--- config.mk ---
export PLATFORM = sky130hd
export DESIGN_NAME = rd_slave_arbiter
export DESIGN_NICKNAME = d
export VERILOG_FILES = /design/src/rtl/rd_slave_arbiter.sv
export SDC_FILE = /design/constraint.sdc
export NUM_CORES = 1
export LEC_CHECK = 0
export ABC_CLOCK_PERIOD_IN_PS = 1530
export CAP_MARGIN = 20
export CORE_ASPECT_RATIO = 0.9
export CORE_MARGIN = 5
export CORE_UTILIZATION = 44
export DETAILED_ROUTE_END_ITERATION = 6
export PLACE_DENSITY_LB_ADDON = 0.1
export SKIP_LAST_GASP = 1
export SYNTH_ARGS = -nofsm -noshare
export SYNTH_HDL_FRONTEND = slang
export SYNTH_SLANG_ARGS = --single-unit
export TNS_END_PERCENT = 20
--- constraint.sdc ---
create_clock -name ACLK -period 1.53 [get_ports ACLK]
set_clock_uncertainty 0.2 [all_clocks]
set_input_delay 0.306 -clock ACLK [delete_from_list [all_inputs] [get_ports ACLK]]
set_output_delay 0.306 -clock ACLK [all_outputs]
set_load 0.01 [all_outputs]
--- src/rtl/rd_slave_arbiter.sv ---
// Per-slave read-channel arbiter: round-robin grant between two masters, held from AR through RLAST.
// Optional watchdog (rd_timeout port and idle counter) is built when RD_ARB_TIMEOUT_EN is defined.
module rd_slave_arbiter #(
  parameter int TIMEOUT_CYCLES = 1024
) (
  input  logic       ACLK,
  input  logic       ARESET,
  input  logic       m1_rd_req,
  input  logic       m2_rd_req,
  input  logic [7:0] m1_ARLEN,
  input  logic [7:0] m2_ARLEN,
  input  logic       s_ARREADY,
  input  logic       s_RVALID,
  input  logic       s_RLAST,
  input  logic       m1_RREADY,
  input  logic       m2_RREADY,
  output logic [1:0] mas_sel,
  output logic       arb_busy,
  output logic       len_err
`ifdef RD_ARB_TIMEOUT_EN
  ,
  output logic       rd_timeout
`endif
);

  typedef enum logic [1:0] {
    IDLE = 2'd0,
    ADDR = 2'd1,
    DATA = 2'd2
  } state_t;

  state_t     state_reg;
  logic [7:0] beat_cnt_reg;
  logic [7:0] len_q_reg;
  logic       last_gnt_reg;  // 1 = master2 received the most recent grant

  logic g_req;
  logic g_rready;
  logic addr_hs;
  logic r_beat;
  logic any_req;
  logic pick_m1;
  logic to_fire;

  // Granted-master views are taken from the registered grant, so no combinational path through arbitration.
  assign g_req    = (mas_sel[0] & m1_rd_req) | (mas_sel[1] & m2_rd_req);
  assign g_rready = (mas_sel[0] & m1_RREADY) | (mas_sel[1] & m2_RREADY);
  assign addr_hs  = (state_reg == ADDR) & g_req & s_ARREADY;
  assign r_beat   = (state_reg == DATA) & s_RVALID & g_rready;
  assign any_req  = m1_rd_req | m2_rd_req;
  assign pick_m1  = m1_rd_req & (~m2_rd_req | last_gnt_reg);

`ifdef RD_ARB_TIMEOUT_EN
  localparam int TO_W = $clog2(TIMEOUT_CYCLES + 1);

  logic [TO_W-1:0] to_cnt_reg;

  // Any forward progress (AR handshake or R beat) defers the watchdog.
  assign to_fire = (state_reg != IDLE) & ~addr_hs & ~r_beat &
                   (to_cnt_reg == TO_W'(TIMEOUT_CYCLES - 1));

  always_ff @(posedge ACLK or posedge ARESET) begin
    if (ARESET) begin
      to_cnt_reg <= '0;
    end else if ((state_reg == IDLE) || addr_hs || r_beat || to_fire) begin
      to_cnt_reg <= '0;
    end else begin
      to_cnt_reg <= to_cnt_reg + 1'b1;
    end
  end
`else
  assign to_fire = 1'b0;

  // TIMEOUT_CYCLES has no effect without the watchdog.
  if (TIMEOUT_CYCLES < 1) begin : g_timeout_unused
  end
`endif

  always_ff @(posedge ACLK or posedge ARESET) begin
    if (ARESET) begin
      state_reg    <= IDLE;
      mas_sel      <= 2'b00;
      arb_busy     <= 1'b0;
      len_err      <= 1'b0;
      beat_cnt_reg <= 8'd0;
      len_q_reg    <= 8'd0;
      last_gnt_reg <= 1'b1;
`ifdef RD_ARB_TIMEOUT_EN
      rd_timeout   <= 1'b0;
`endif
    end else begin
      len_err <= 1'b0;
`ifdef RD_ARB_TIMEOUT_EN
      rd_timeout <= to_fire;
`endif
      if (to_fire) begin
        state_reg <= IDLE;
        mas_sel   <= 2'b00;
        arb_busy  <= 1'b0;
      end else begin
        case (state_reg)
          IDLE: begin
            if (any_req) begin
              state_reg <= ADDR;
              arb_busy  <= 1'b1;
              if (pick_m1) begin
                mas_sel      <= 2'b01;
                len_q_reg    <= m1_ARLEN;
                last_gnt_reg <= 1'b0;
              end else begin
                mas_sel      <= 2'b10;
                len_q_reg    <= m2_ARLEN;
                last_gnt_reg <= 1'b1;
              end
            end
          end
          ADDR: begin
            // A dropped request keeps the grant; the other master waits for IDLE.
            if (addr_hs) begin
              state_reg    <= DATA;
              beat_cnt_reg <= 8'd0;
            end
          end
          DATA: begin
            if (r_beat) begin
              if (s_RLAST) begin
                len_err   <= (beat_cnt_reg != len_q_reg);
                state_reg <= IDLE;
                mas_sel   <= 2'b00;
                arb_busy  <= 1'b0;
              end else begin
                len_err      <= (beat_cnt_reg == len_q_reg);
                beat_cnt_reg <= beat_cnt_reg + 8'd1;
              end
            end
          end
          default: begin
            state_reg <= IDLE;
            mas_sel   <= 2'b00;
            arb_busy  <= 1'b0;
          end
        endcase
      end
    end
  end

endmodule

# Word level (Yosys, flattened, before mapping)
# Cells that the tools add are included.
# totals
out_inout_bits	4
reg_bits	23
mem_bits_ro	0
wordCells	59
latchBits	0
mem_bits_rw	0
mem_count	0
# op_classes
mul	0
add_sub_neg	1
n_shift	0
mux	21
div	0
n_eq_ne	9
bitwise	15
n_reduce_logical	6
order_cmp	0
# ops
cell	n
$mux W8	4
$pmux W8 S2	1
$mux W2	6
$pmux W2 S3	2
$reduce_and A4 Y1	3
$ne A2 B2 Y1 const B	5
$and A1 B1 Y1	9
$add A8 B1 Y8 const B	1
$eq A8 B8 Y1	1
$ne A8 B8 Y1	1
$mux W1	7
$or A1 B1 Y1	4
$pmux W1 S3	1
$eq A2 B1 Y1 const B	1
$eq A2 B2 Y1 const B	1
$logic_not A2 Y1	1
$not A1 Y1	2
$reduce_and A2 Y1	1
$reduce_bool A2 Y1	1

# Logic depth before layout (Yosys ltp)
# depth
ltp_word	6
depth_mapped	5
mapped_depth_nobuf	5

# Worst setup path before layout
# No wires, ideal clock.
# synth_timing
path_kind	reg2reg
start	register beat_cnt_reg[0]
end	register beat_cnt_reg[2]
setup_time_ns	0.079
slack_ns	0.031
n_path_buf	0
t_arrival_ns	1.220
synth_period_minus_slack_ns	1.499
required_ns	1.251
stages_incl_launch_ff	6
path_cell_list	dfrtp_1 > ha_1 > nor4bb_1 > nand2_1 > xor2_1 > mux2i_1
# synth_between
elab_chain_len	4
# synth_rtl
element	line	text
start: declaration	33	logic [7:0] beat_cnt_reg;
start signal: assignment	133	beat_cnt_reg <= beat_cnt_reg + 8'd1;
$add A8 B1 Y8	133	
$mux W8	126	if (s_RLAST) begin
$mux W8	125	if (r_beat) begin
$pmux W8 S2	101	case (state_reg)
# Every way passes these cells. The select of a mux whose other input is x is not followed.
# A chain may end at the register's enable or synchronous reset.

# Worst setup path in the final report
# layout_timing
start	input port s_RLAST
end	register beat_cnt_reg[6]
# layout_between
elab_chain_len	2
# layout_rtl
element	line	text
start: declaration	14	input logic s_RLAST,
$ne A2 B2 Y1 (no line)	--	
$reduce_and A4 Y1 (no line)	--	
# Every way passes these cells.

==> results.cfg <==
[run_status]
status = finished, violations left
violations = negative setup slack

[cts]
hold_buffers = 0
cts-buffers-inserted = 3
clockBufferDepth = 2
cts_root_buffer = clkbuf_4
cts_max_level = 1
clock_latency_ns = 0.32
cts.clk_slew.worst_paths_ns = 0.13
cts_tree = yes
clock_sinks = 23

[floorplan]
start_util_pct = 46.34
die_w_um = 66.94
num_io_pins = 29
die_h_um = 61.24
core_area_sq_mm = 0.002770
die-area_sq_mm = 0.004099
rows = 18

[logic_synthesis]
synth-seq-area-share_pct = 44.93
yosys.area.top_type_share_pct = 42.88
yosys.cell_types.count = 36
synthTopCellsByArea = dfrtp_1 (43%), mux2i_1 (9.4%), xor2_1 (6.8%), nand2_1 (4.7%), o21ai_0 (3.9%)
syn_area_per_cell_sq_um = 9.799
syn_inst = 131
yosys.area.top_type = dfrtp_1
synth_fp_nets = 157
ys_warn_count = 0
ys_ff_latch = 23
netlist_area_sq_mm = 0.001284

[pwr]
p_int_w = 0.001390
p_sw_w = 0.0007847
leakagePower_nw = 0.9062
power_frac_comb_pct = 43.5
ir_worst_vdd_uv = 720.1
clkPwrFrac_pct = 13.4
switching_share_pct = 36.09
power.density_mw_per_mm2 = 1195
seq_power_share_pct = 43.1

[route]
drcViolationCount = 0
ant_nets = 0
firstDrtPassIters = 6
via_per_inst = 5.330
vias = 1178
wl_per_cell_um = 13.67
routed_wl_um = 3022
drt_iter0_drc = 67

[worst_setup_path]
critPathMaxStageDelay_ns = 0.49
crit_type = in2reg
path_cells = clkdlybuf4s50_1, and4bb_4, nand2_4, o41ai_2, a21o_1
crit_family = buffers and inverters
worstPathRequired_ns = 1.60
worst_setup_path_end_kind = flip-flop
cp.depth = 5
cp_max_fo = 7
reg2regPathDepth = 5
critPathArrivalTime_ns = 1.69
cp_num_buf_inv = 1
crit_path_start_kind = input pin
crit_path_top_delay_cell = clkdlybuf4s50_1

[grt]
grt_pass1_wl_um = 5209
first_global_vias = 1132
grt_usage_pct = 16.87
antenna_found_initial = 0
overflow = 0
grt_max_degree = 18

[timing]
tightest_slew_ns = 0.2720
clock.fmax_mhz = 617.0
hold_viol_final = 0
period_needed_ns = 1.621
final.setup.worst_slack_ns = -0.09066
holdWs_ns = 0.06031
period_share_pct = 105.9
rsz0062_at_grt = true
setup_violations = 10
slew_viol_final = 0
relSlewSlack_pct = 81.70

[layout]
stdcell_area_sq_mm = 0.001819
fin_nets = 208
layout-drive-gt1-share_pct = 19.89
syn_to_final_growth_pct = 41.72
antenna_cells = 0
layout_common_cells = clkdlybuf4s50_1 (23), buf_4 (23), dfrtp_1 (22), nand2_1 (16), mux2i_1 (12)

[placement]
post_dp_cell_area_sq_mm = 0.001732
dp_hpwl_um = 2381
gp_congestion = 0.8630
io_buffers = 28

[flow_run]
max-cap-violations = 0

[worst_hold_path]
hold_path.class = in2async
## power by group through the flow
| stage | clock network (W) | logic, W | registers, W |
|---|---|---|---|
| global route | 0.000325 | 0.00105 | 0.000964 |
| finish | 0.000292 | 0.000946 | 0.000937 |
| floorplan | 0 | 0.000508 | 0.000955 |
| CTS | 0.000300 | 0.000921 | 0.000931 |
| global placement | 0 | 0.000865 | 0.000958 |
| detailed placement | 0 | 0.000882 | 0.000962 |
## cells in the mapped netlist
master      n
xor2_1     10
nor4bb_1    1
o21ai_0    10
a41oi_1     2
and3_1      1
o41ai_2     1
mux2i_1    12
buf_2       4
a21o_1      2
a22o_1      2
o211ai_1    1
o2bb2ai_1   1
mux2_2      1
a32o_1      1
nor2_1      5
o22a_1      1
nand2_1    16
a31oi_1     2
buf_4       1
o21a_1      1
o22ai_1     2
clkbuf_2    1
o21ai_1     4
dfrtp_1    22
nand3b_1    1
dfstp_2     1
nand3_1     4
nor2b_1     1
nor4_1      2
a21oi_1     2
nor3_1      5
nand2_4     1
nand4_1     2
inv_1       6
and4bb_4    1
ha_1        1
## final timing paths
path	startpoint	end	slack, ns
max	s_RLAST	beat_cnt_reg[6]	-0.09
min	ARESET	arb_busy	0.06
max reg2reg	mas_sel[0]	beat_cnt_reg[4]	-0.07
min reg2reg	len_q_reg[2]	len_q_reg[2]	0.32
max in group asynchronous	ARESET	beat_cnt_reg[3]	0.83
min in group ACLK	s_RVALID	len_err	0.12
## routing by layer
| layer | share of wire [%] | vias up | global-route usage (%) |
|---|---|---|---|
| li1 | - | 575 | - |
| met1 | 48 | 552 | 24.74 |
| met2 | 45 | 45 | 24.15 |
| met3 | 6.0 | 6 | 3.832 |
| met4 | 0.96 | 0 | 6.647 |
| met5 | 0 | - | 0 |
## area by class of cell
class                      instances  area [sq um]
clock buffer                       3         22.52
sequential                        23         576.8
multi-input combinational         96         673.1
fill                             226         950.9
tap                               40         50.05
clock inverter                     1         5.005
inverter                           6         22.52
timing repair buffer              52         469.2
## cell families after synthesis
group                      count (synthesis)  share of synthesized area [%]
and+or+nand+nor                           40                          16.08
AOI/OAI and AO/OA                         32                          16.67
DFF                                       23                          44.93
muxes                                     13                          10.23
buffers and inverters                     12                          4.288
xor gates and xnor gates                  10                          6.822
adders and majority gates                  1                         0.9745
## tightest hold or removal path: cells and delay by family
kind | cells | cell delay [ns]
buffers and inverters | 3 | 0.63
## stage by stage
step | total power, W | TNS, ns | utilization, % | setup WS (ns) | std cells
detailed placement | 0.001844 | -6.792 | 62.51 | -0.4005 | 213
finish | 0.002175 | -0.4053 | 65.67 | -0.09066 | 221
global route | 0.002344 | -1.932 | 65.67 | -0.1435 | 221
floorplan | 0.001463 | 0 | - | 0.03084 | 131
global placement | 0.001823 | -5.950 | 62.51 | -0.3529 | 213
CTS | 0.002152 | -0.7858 | 63.96 | -0.2059 | 219
## timing repair
action / CTS / global route
pin swaps: 0 / 3
buffers inserted: 2 / 2
endpoints found under the hold margin: 0 / 0
resized for setup: 2 / 8
endpoints found under the setup margin: 9 / 25
Power figures use the tool's default switching activity.
